File: src/rtl/core_seq.sv
// Minimal instruction sequencer: fetches words, executes ADDI, writes back and retires.
// Anything else, or a fetch that never completes, parks the core in HALT until reset.
module core_seq #(
    parameter logic [31:0] RESET_PC = 32'h0000_0000,
    parameter int          TIMEOUT  = 16
) (
    input  logic        clk,
    input  logic        reset,
    input  logic        run,
    output logic        imem_req,
    output logic [31:0] imem_addr,
    input  logic        imem_ack,
    input  logic [31:0] imem_rdata,
    output logic [4:0]  rf_raddr,
    input  logic [31:0] rf_rdata,
    output logic        rf_we,
    output logic [4:0]  rf_waddr,
    output logic [31:0] rf_wdata,
    output logic        retire_valid,
    output logic [31:0] retire_pc,
    output logic [31:0] retire_inst,
    output logic        halt,
    output logic [1:0]  halt_cause,
    output logic [31:0] retired
);

    typedef enum logic [2:0] {IDLE, FETCH, EXEC, WB, HALT} state_t;

    localparam logic [8:0] TIMEOUT_W = 9'(TIMEOUT);

    state_t      state, state_nx;
    logic [31:0] pc, inst, result, retired_q;
    logic [7:0]  wcnt;
    logic [8:0]  wcnt_nx;
    logic [1:0]  cause;
    logic        is_addi, fetch_to;

    assign is_addi  = (inst[6:2] == 5'b00100) && (inst[14:12] == 3'b000);
    assign wcnt_nx  = {1'b0, wcnt} + 9'd1;
    assign fetch_to = (wcnt_nx == TIMEOUT_W);

    always_ff @(posedge clk or posedge reset) begin
        if (reset) state <= IDLE;
        else       state <= state_nx;
    end

    always_comb begin
        state_nx     = state;
        imem_req     = 1'b0;
        rf_raddr     = 5'd0;
        rf_we        = 1'b0;
        rf_waddr     = 5'd0;
        rf_wdata     = 32'd0;
        retire_valid = 1'b0;
        retire_pc    = 32'd0;
        retire_inst  = 32'd0;
        case (state)
            IDLE: if (run) state_nx = FETCH;
            FETCH: begin
                imem_req = 1'b1;
                // ack beats a timeout landing on the same cycle
                if (imem_ack)      state_nx = EXEC;
                else if (fetch_to) state_nx = HALT;
            end
            EXEC: begin
                rf_raddr = inst[19:15];
                state_nx = is_addi ? WB : HALT;
            end
            WB: begin
                rf_we        = (inst[11:7] != 5'd0);
                rf_waddr     = inst[11:7];
                rf_wdata     = result;
                retire_valid = 1'b1;
                retire_pc    = pc;
                retire_inst  = inst;
                state_nx     = run ? FETCH : IDLE;
            end
            HALT: state_nx = HALT;
            default: state_nx = IDLE;
        endcase
    end

    always_ff @(posedge clk or posedge reset) begin
        if (reset) begin
            pc        <= RESET_PC;
            inst      <= 32'd0;
            result    <= 32'd0;
            wcnt      <= 8'd0;
            retired_q <= 32'd0;
            cause     <= 2'd0;
        end else begin
            case (state)
                FETCH: begin
                    if (imem_ack) begin
                        inst <= imem_rdata;
                        wcnt <= 8'd0;
                    end else begin
                        wcnt <= wcnt_nx[7:0];
                        if (fetch_to) cause <= 2'd2;
                    end
                end
                EXEC: begin
                    if (is_addi) result <= rf_rdata + {{20{inst[31]}}, inst[31:20]};
                    else         cause  <= 2'd1;
                end
                WB: begin
                    pc        <= pc + 32'd4;
                    retired_q <= retired_q + 32'd1;
                end
                default: ;
            endcase
        end
    end

    assign imem_addr  = pc;
    assign halt       = (state == HALT);
    assign halt_cause = cause;
    assign retired    = retired_q;

endmodule
File: config.mk
export PLATFORM = sky130hd
export DESIGN_NAME = core_seq
export DESIGN_NICKNAME = d
export VERILOG_FILES = /design/src/rtl/core_seq.sv
export SDC_FILE = /design/constraint.sdc
export NUM_CORES = 1
export LEC_CHECK = 0
export ABC_AREA = 1
export ABC_CLOCK_PERIOD_IN_PS = 5600
export CELL_PAD_IN_SITES_DETAIL_PLACEMENT = 0
export CELL_PAD_IN_SITES_GLOBAL_PLACEMENT = 1
export CORE_MARGIN = 2
export CORE_UTILIZATION = 35
export DETAILED_ROUTE_END_ITERATION = 10
export PLACE_DENSITY_LB_ADDON = 0.25
export SLEW_MARGIN = 20
export SYNTH_ARGS = -nofsm -noshare
export SYNTH_HDL_FRONTEND = slang
export SYNTH_SLANG_ARGS = --single-unit
export TNS_END_PERCENT = 20
File: constraint.sdc
create_clock -name clk -period 5.6 [get_ports clk]
set_input_delay 0.84 -clock clk [delete_from_list [all_inputs] [get_ports clk]]
set_output_delay 0.84 -clock clk [all_outputs]
set_load 0.1 [all_outputs]
# ---- Word level (Yosys, flattened, before mapping)
# Cells that the tools add are included.
dict set report classes {
  n_reduce_logical 9
  n_eq_ne 11
  mux 19
  add_sub_neg 4
}
# op count
set ops {}
lappend ops {{32-bit two-way mux} 3}
lappend ops {{32-bit by 1-bit adder with 32-bit output, second input constant} 1}
lappend ops {{32-bit by 3-bit adder with 32-bit output, second input constant} 1}
lappend ops {{32-bit adder} 1}
lappend ops {{3-bit one-hot mux with 5 select lines} 1}
lappend ops {{3-bit two-way mux} 4}
lappend ops {{5-bit two-way mux} 2}
lappend ops {{8-bit by 1-bit adder with 9-bit output, second input constant} 1}
lappend ops {{9-bit by 5-bit equality test with 1-bit output, second input constant} 1}
lappend ops {{8-bit two-way mux} 1}
lappend ops {{2-bit inequality test, second input constant} 4}
lappend ops {{3-bit by 2-bit equality test with 1-bit output, second input constant} 2}
lappend ops {{3-bit zero test} 2}
lappend ops {{2-bit two-way mux} 3}
lappend ops {{2-bit AND reduction} 3}
lappend ops {{5-bit by 3-bit equality test with 1-bit output, second input constant} 1}
lappend ops {{5-bit nonzero test} 1}
lappend ops {{1-bit two-way mux} 4}
lappend ops {{2-bit one-hot mux with 2 select lines} 1}
lappend ops {{4-bit AND reduction} 1}
lappend ops {{3-bit by 1-bit equality test with 1-bit output, second input constant} 1}
lappend ops {{3-bit equality test, second input constant} 1}
lappend ops {{3-bit inequality test, second input constant} 1}
lappend ops {{2-bit nonzero test} 1}
lappend ops {{1-bit logical AND} 1}
dict set report word_totals {
  output_inout_bits 176
  elab_cells 50
  register_bits 141
}

# ---- Logic depth before layout (Yosys ltp)
dict set report logic_depth {
  word_depth 5
  mapped_depth 14
}

# ---- Worst setup path before layout
# No wires, ideal clock.
dict set report synth_path {
  kind {reg2out}
  from {register state[2]}
  to {output rf_waddr[0]}
  slack_ns 1.800
  path_buffers 4
  t_required_ns 4.760
  stages_incl_launch_ff 8
  arrival_time_ns 2.960
  cell_sequence {dfrtp_1 > nor2_2 > nand2_4 > buf_6 > buf_2 > buf_1 > nor2_1 > buf_4}
}
dict set report synth_between {
  elab_chain_len 2
}
# item line_no
set synth_rtl {}
lappend synth_rtl {{start, declared} 31} ;# state_t state, state_nx;
lappend synth_rtl {{start signal, assigned} 44} ;# else state <= state_nx;
lappend synth_rtl {{3-bit by 2-bit equality test with 1-bit output} 57} ;# case (state)
lappend synth_rtl {{5-bit two-way mux} 57}
lappend synth_rtl {{end, declared} 17} ;# output logic [4:0] rf_waddr,
# Every way passes these cells.

# ---- Final worst setup path
dict set report layout_path {
  from {register state[2]}
  to {output rf_we}
}
dict set report layout_between {
  elab_chain_len 2
}
# item line_no
set layout_rtl {}
lappend layout_rtl {{3-bit by 2-bit equality test with 1-bit output} 57}
lappend layout_rtl {{1-bit two-way mux} 57}
lappend layout_rtl {{end, declared} 16} ;# output logic rf_we,
# Every way passes these cells.

==> results.txt <==
The internal power component came out at 2.521 mW. Dividing the detail-routed wire length by the instance count gives 14.16 um. The slack of the worst reg-to-reg path is 3.00 ns. The number of antenna violations at the first check in global routing was 0. In this run, the number of DRC markers left after iteration 0 of detailed routing was 600. The clock sink count is 139.

The first global-routing pass estimated 45680 um of wire. The minimum period implied by the final worst setup slack came out at 4.114 ns. In this run the worst path has a maximum fanout of 67. Setup repair after global routing left no endpoint under its margin.

The number of antenna diodes in the final layout is 0. The overall power after layout came out at 5.227 mW. STA classifies the critical path startpoint as a flip-flop. The via count normalized by instance count is 4.574. The total congestion overflow is 0. STA puts the critical path data arrival time at 3.27 ns. The final core area utilization is 0.4809. The register area is 3478 sq um. The worst setup path is of the reg -> out kind. The number of antenna-violating nets in the routed design is 0. Of all cell types, the one taking the most synthesized area is sky130_fd_sc_hd__dfrtp_1.

Counting cells, the worst reg-to-reg path comes to 9. For the worst setup path, the data required time is 4.76 ns. The floorplan die area is 28090 sq um. During I/O placement, the number of pins put on the boundary was 244. The most used flip-flop cell after synthesis is sky130_fd_sc_hd__dfrtp_1.

The core area came out at 26210 sq um. After filler insertion, the fill cell instance count of the layout stands at 2707. The detailed-router iteration count before antenna repair came out at 7.

The final weighted congestion in routability-driven placement came out at 0.8568. The power density over the cells came out at 414.8 nW/um^2. The highest achievable clock rate came out at 0.2431 GHz. The endpoint of the worst setup timing path is rf_we. The summed instance area of the synthesized netlist is 9369 sq um.

The count of instances resized after the clock tree is built came out at 0. The area taken by multi-input logic gates came out at 4664 sq um. sky130_fd_sc_hd__nand2_1 is the most common cell in the netlist. The slowest stage of the critical path is the sky130_fd_sc_hd__clkdlybuf4s50_1 cell. The critical path starts at state[2]. Relative to the synthesized area, the layout overhead comes to 34.51%.

The count of flip-flops with a built-in enable after synthesis came out at 0. The final worst hold slack came out at 0.4730 ns. The number of max-slew violations in the final report is 0. The dominant combinational cell family by area after synthesis is simple AND/OR/NAND/NOR gates. The number of buffers on the longest clock path is 2. The nature of the critical path endpoint is an output pin. The detailed-route via count came out at 9019. The number of H-tree levels came out at 4. In this run the power spent charging and discharging nets is 2.706 mW. Entering global routing, the biggest net connects 105 pins. The kind of path behind the tightest hold check is reg -> reg. The share of the Yosys chip area taken by registers is 0.3713. The flow ran to the end, and the final reports show no timing, DRC or antenna violations. The count of endpoints failing hold in the final timing report came to 0.

After legalization and detailed placement, the total HPWL measured 22010 um. The aggregate negative setup slack came out at 0 ns. Traced cell by cell, the critical path runs through nor2_2, nand2_4, inv_4, o21ai_0, inv_1, clkdlybuf4s50_1. The instance area after placement is 12050 sq um.

The startpoint identified for the worst hold timing path is retired[31]. The netlist uses 42 different library cells. The multiplexer share of the synthesized area came out at 0. The share of layout cells above drive strength 1 is 0.03665. The area fraction in compound gates after synthesis came out at 0.05569. Yosys attributes the largest share of cell area to sky130_fd_sc_hd__dfrtp_1, sky130_fd_sc_hd__nand2_1, sky130_fd_sc_hd__inv_1.

The max-slew headroom at the worst pin came out at 0.2696. The floorplan step set the die width to 167.6 um. The synthesized instance count is 1393. Of the post-synthesis cell area, the dominant cell type holds 0.3713.

The actual transition at the worst max-transition pin came out at 1.094 ns. The starting density of the core is 0.3575. For this run, design rule violations remaining after detail routing come to 0. The fraction of power consumed by sequential logic came out at 0.245. The total routing usage reported by global routing is 0.2039. The clock latency reported for the late side of the worst-skew pair is 0.42 ns. The final worst clock skew came out at 0.01109 ns. For this design the static power due to leakage is 6.651 nW. Of the total synthesized cell area, the portion taken by XOR and XNOR cells is 0.06357. The peak ir drop on the vdd network came out at 0.2459 mV.

TritonCTS built the clock tree. In this run, CTS created clock tree buffers numbering 17. Of the total synthesized cell area, the portion taken by AND, OR, NAND and NOR gates is 0.3281.

The number of global-route vias before repair is 8735. The worst register-to-register path ends at result[20]. Counting flops and latches in the post-synthesis netlist gives 139. In this run the post-CTS setup repair buffer count came out at 0.

The total setup violations reported at the end of the flow is 0. Across the run, the number of max-cap violations was 0. The count of hold-fix buffers inserted at cts is 0. The count of synthesis-stage warnings from yosys came out at 0. The critical path's largest stage delay is 1.14 ns. Of the total power, the share spent switching nets is 0.5177. The startpoint identified for the worst register-to-register timing path is inst[31]. Of the total synthesized cell area, the portion taken by full adders, half adders and majority gates is 0.04888. Clock-pin slew was measured on the worst setup and hold paths at 0.07 ns. The final wirelength came out at 27920 um. Row generation in the floorplan step produced 59 rows. The root buffer cell chosen for the clock tree is sky130_fd_sc_hd__clkbuf_16.

The share of flip-flops with an asynchronous set or reset is 1.000. By count the netlist is led by sky130_fd_sc_hd__nand2_1, sky130_fd_sc_hd__inv_1, sky130_fd_sc_hd__nor2_1, sky130_fd_sc_hd__dfrtp_1, sky130_fd_sc_hd__nand3_1. The number of port buffers is 239. The y dimension of the die is 167.6 um.

The fraction of the cycle the final worst path needs is 0.7346. The mean instance size in the synthesized netlist is 6.726 sq um. The share of total power dissipated in combinational logic is 0.546. The number of nets in the layout is 1728. Once layout is done, the placed cells without fillers occupy 12600 sq um. The relative contribution of the clock network to total power came out at 0.209.
[logic make-up after synthesis]
| logic type | count (synthesis) |
|---|---|
| simple gates | 735 |
| buf+inv | 315 |
| flops | 139 |
| compound gates | 99 |
| xor+xnor | 68 |
| fa+ha+maj | 36 |
| other cells | 1 |
[cell type report]
cell class                      instances  share of cell area
Inverter                              281             0.08429
Clock buffer                           18             0.03405
Multi-Input combinational cell        942              0.3701
Clock inverter                         14             0.01003
Tap cell                              335             0.03326
Sequential cell                       139              0.2760
Timing Repair Buffer                  243              0.1922
[registers in the layout (all words and copies together) (netlist names)]
register    flops
halt_cause      2
imem_addr      30
inst           32
result         32
retired        32
state           3
wcnt            8
[worst max-delay path, delay by kind of cell (launching register included)]
kind | cells | cell delay, ns
AOI/OAI and AO/OA | 1 | 0.15
buffers and inverters | 3 | 1.65
DFF | 1 | 0.41
and+or+nand+nor | 2 | 0.60
[power groups by stage]
stage | combinational, mW | sequential [mW] | clock [mW]
after floorplan | 2.00 | 1.45 | 0
after global placement | 2.85 | 1.30 | 0
after detailed placement | 2.86 | 1.30 | 0
after CTS | 2.87 | 1.28 | 1.12
after global routing | 3.14 | 1.30 | 1.17
final | 2.85 | 1.28 | 1.09
[routing by layer]
metal	GRT usage	routed length, um	vias to the layer above
met5	0	0	-
met4	0.04159	216	0
met3	0.03734	1446	22
met2	0.3392	12710	251
met1	0.2787	13550	4082
li1	-	-	4664
[through the flow]
stage / worst slack [ns] / cells
floorplan: 1.035 / 1396
CTS: 1.414 / 1972
detailed placement: 1.890 / 1940
finish: 1.486 / 1972
global route: 1.257 / 1972
global placement: 1.903 / 1940
[worst min path at each step]
stage,endpoint,cells past startpoint
3_5_place_dp,halt_cause[1],2
4_1_cts,halt_cause[1],2
3_3_place_gp,halt_cause[1],2
5_1_grt,halt_cause[1],2
6_report,retired[31],1
2_1_floorplan,result[21],2
[layout by cell type (no fill, tap or decap), types with 3 or more instances in the layout]
master                              n
sky130_fd_sc_hd__nor2_1           220
sky130_fd_sc_hd__xnor2_1           22
sky130_fd_sc_hd__nor2_2             3
sky130_fd_sc_hd__nor2_4             4
sky130_fd_sc_hd__inv_6              6
sky130_fd_sc_hd__o21bai_1           3
sky130_fd_sc_hd__clkdlybuf4s50_1  239
sky130_fd_sc_hd__inv_1            278
sky130_fd_sc_hd__ha_1              35
sky130_fd_sc_hd__clkbuf_16         17
sky130_fd_sc_hd__a21oi_1           52
sky130_fd_sc_hd__xor2_1            46
sky130_fd_sc_hd__o21ai_0           35
sky130_fd_sc_hd__nand2_1          384
sky130_fd_sc_hd__nand3_1           74
sky130_fd_sc_hd__dfrtp_1          139
sky130_fd_sc_hd__nor3_1            22
sky130_fd_sc_hd__nand4_1           10
sky130_fd_sc_hd__inv_8              4
sky130_fd_sc_hd__buf_4              4
sky130_fd_sc_hd__conb_1             4
No activity file was read; power rests on OpenSTA's default activity.
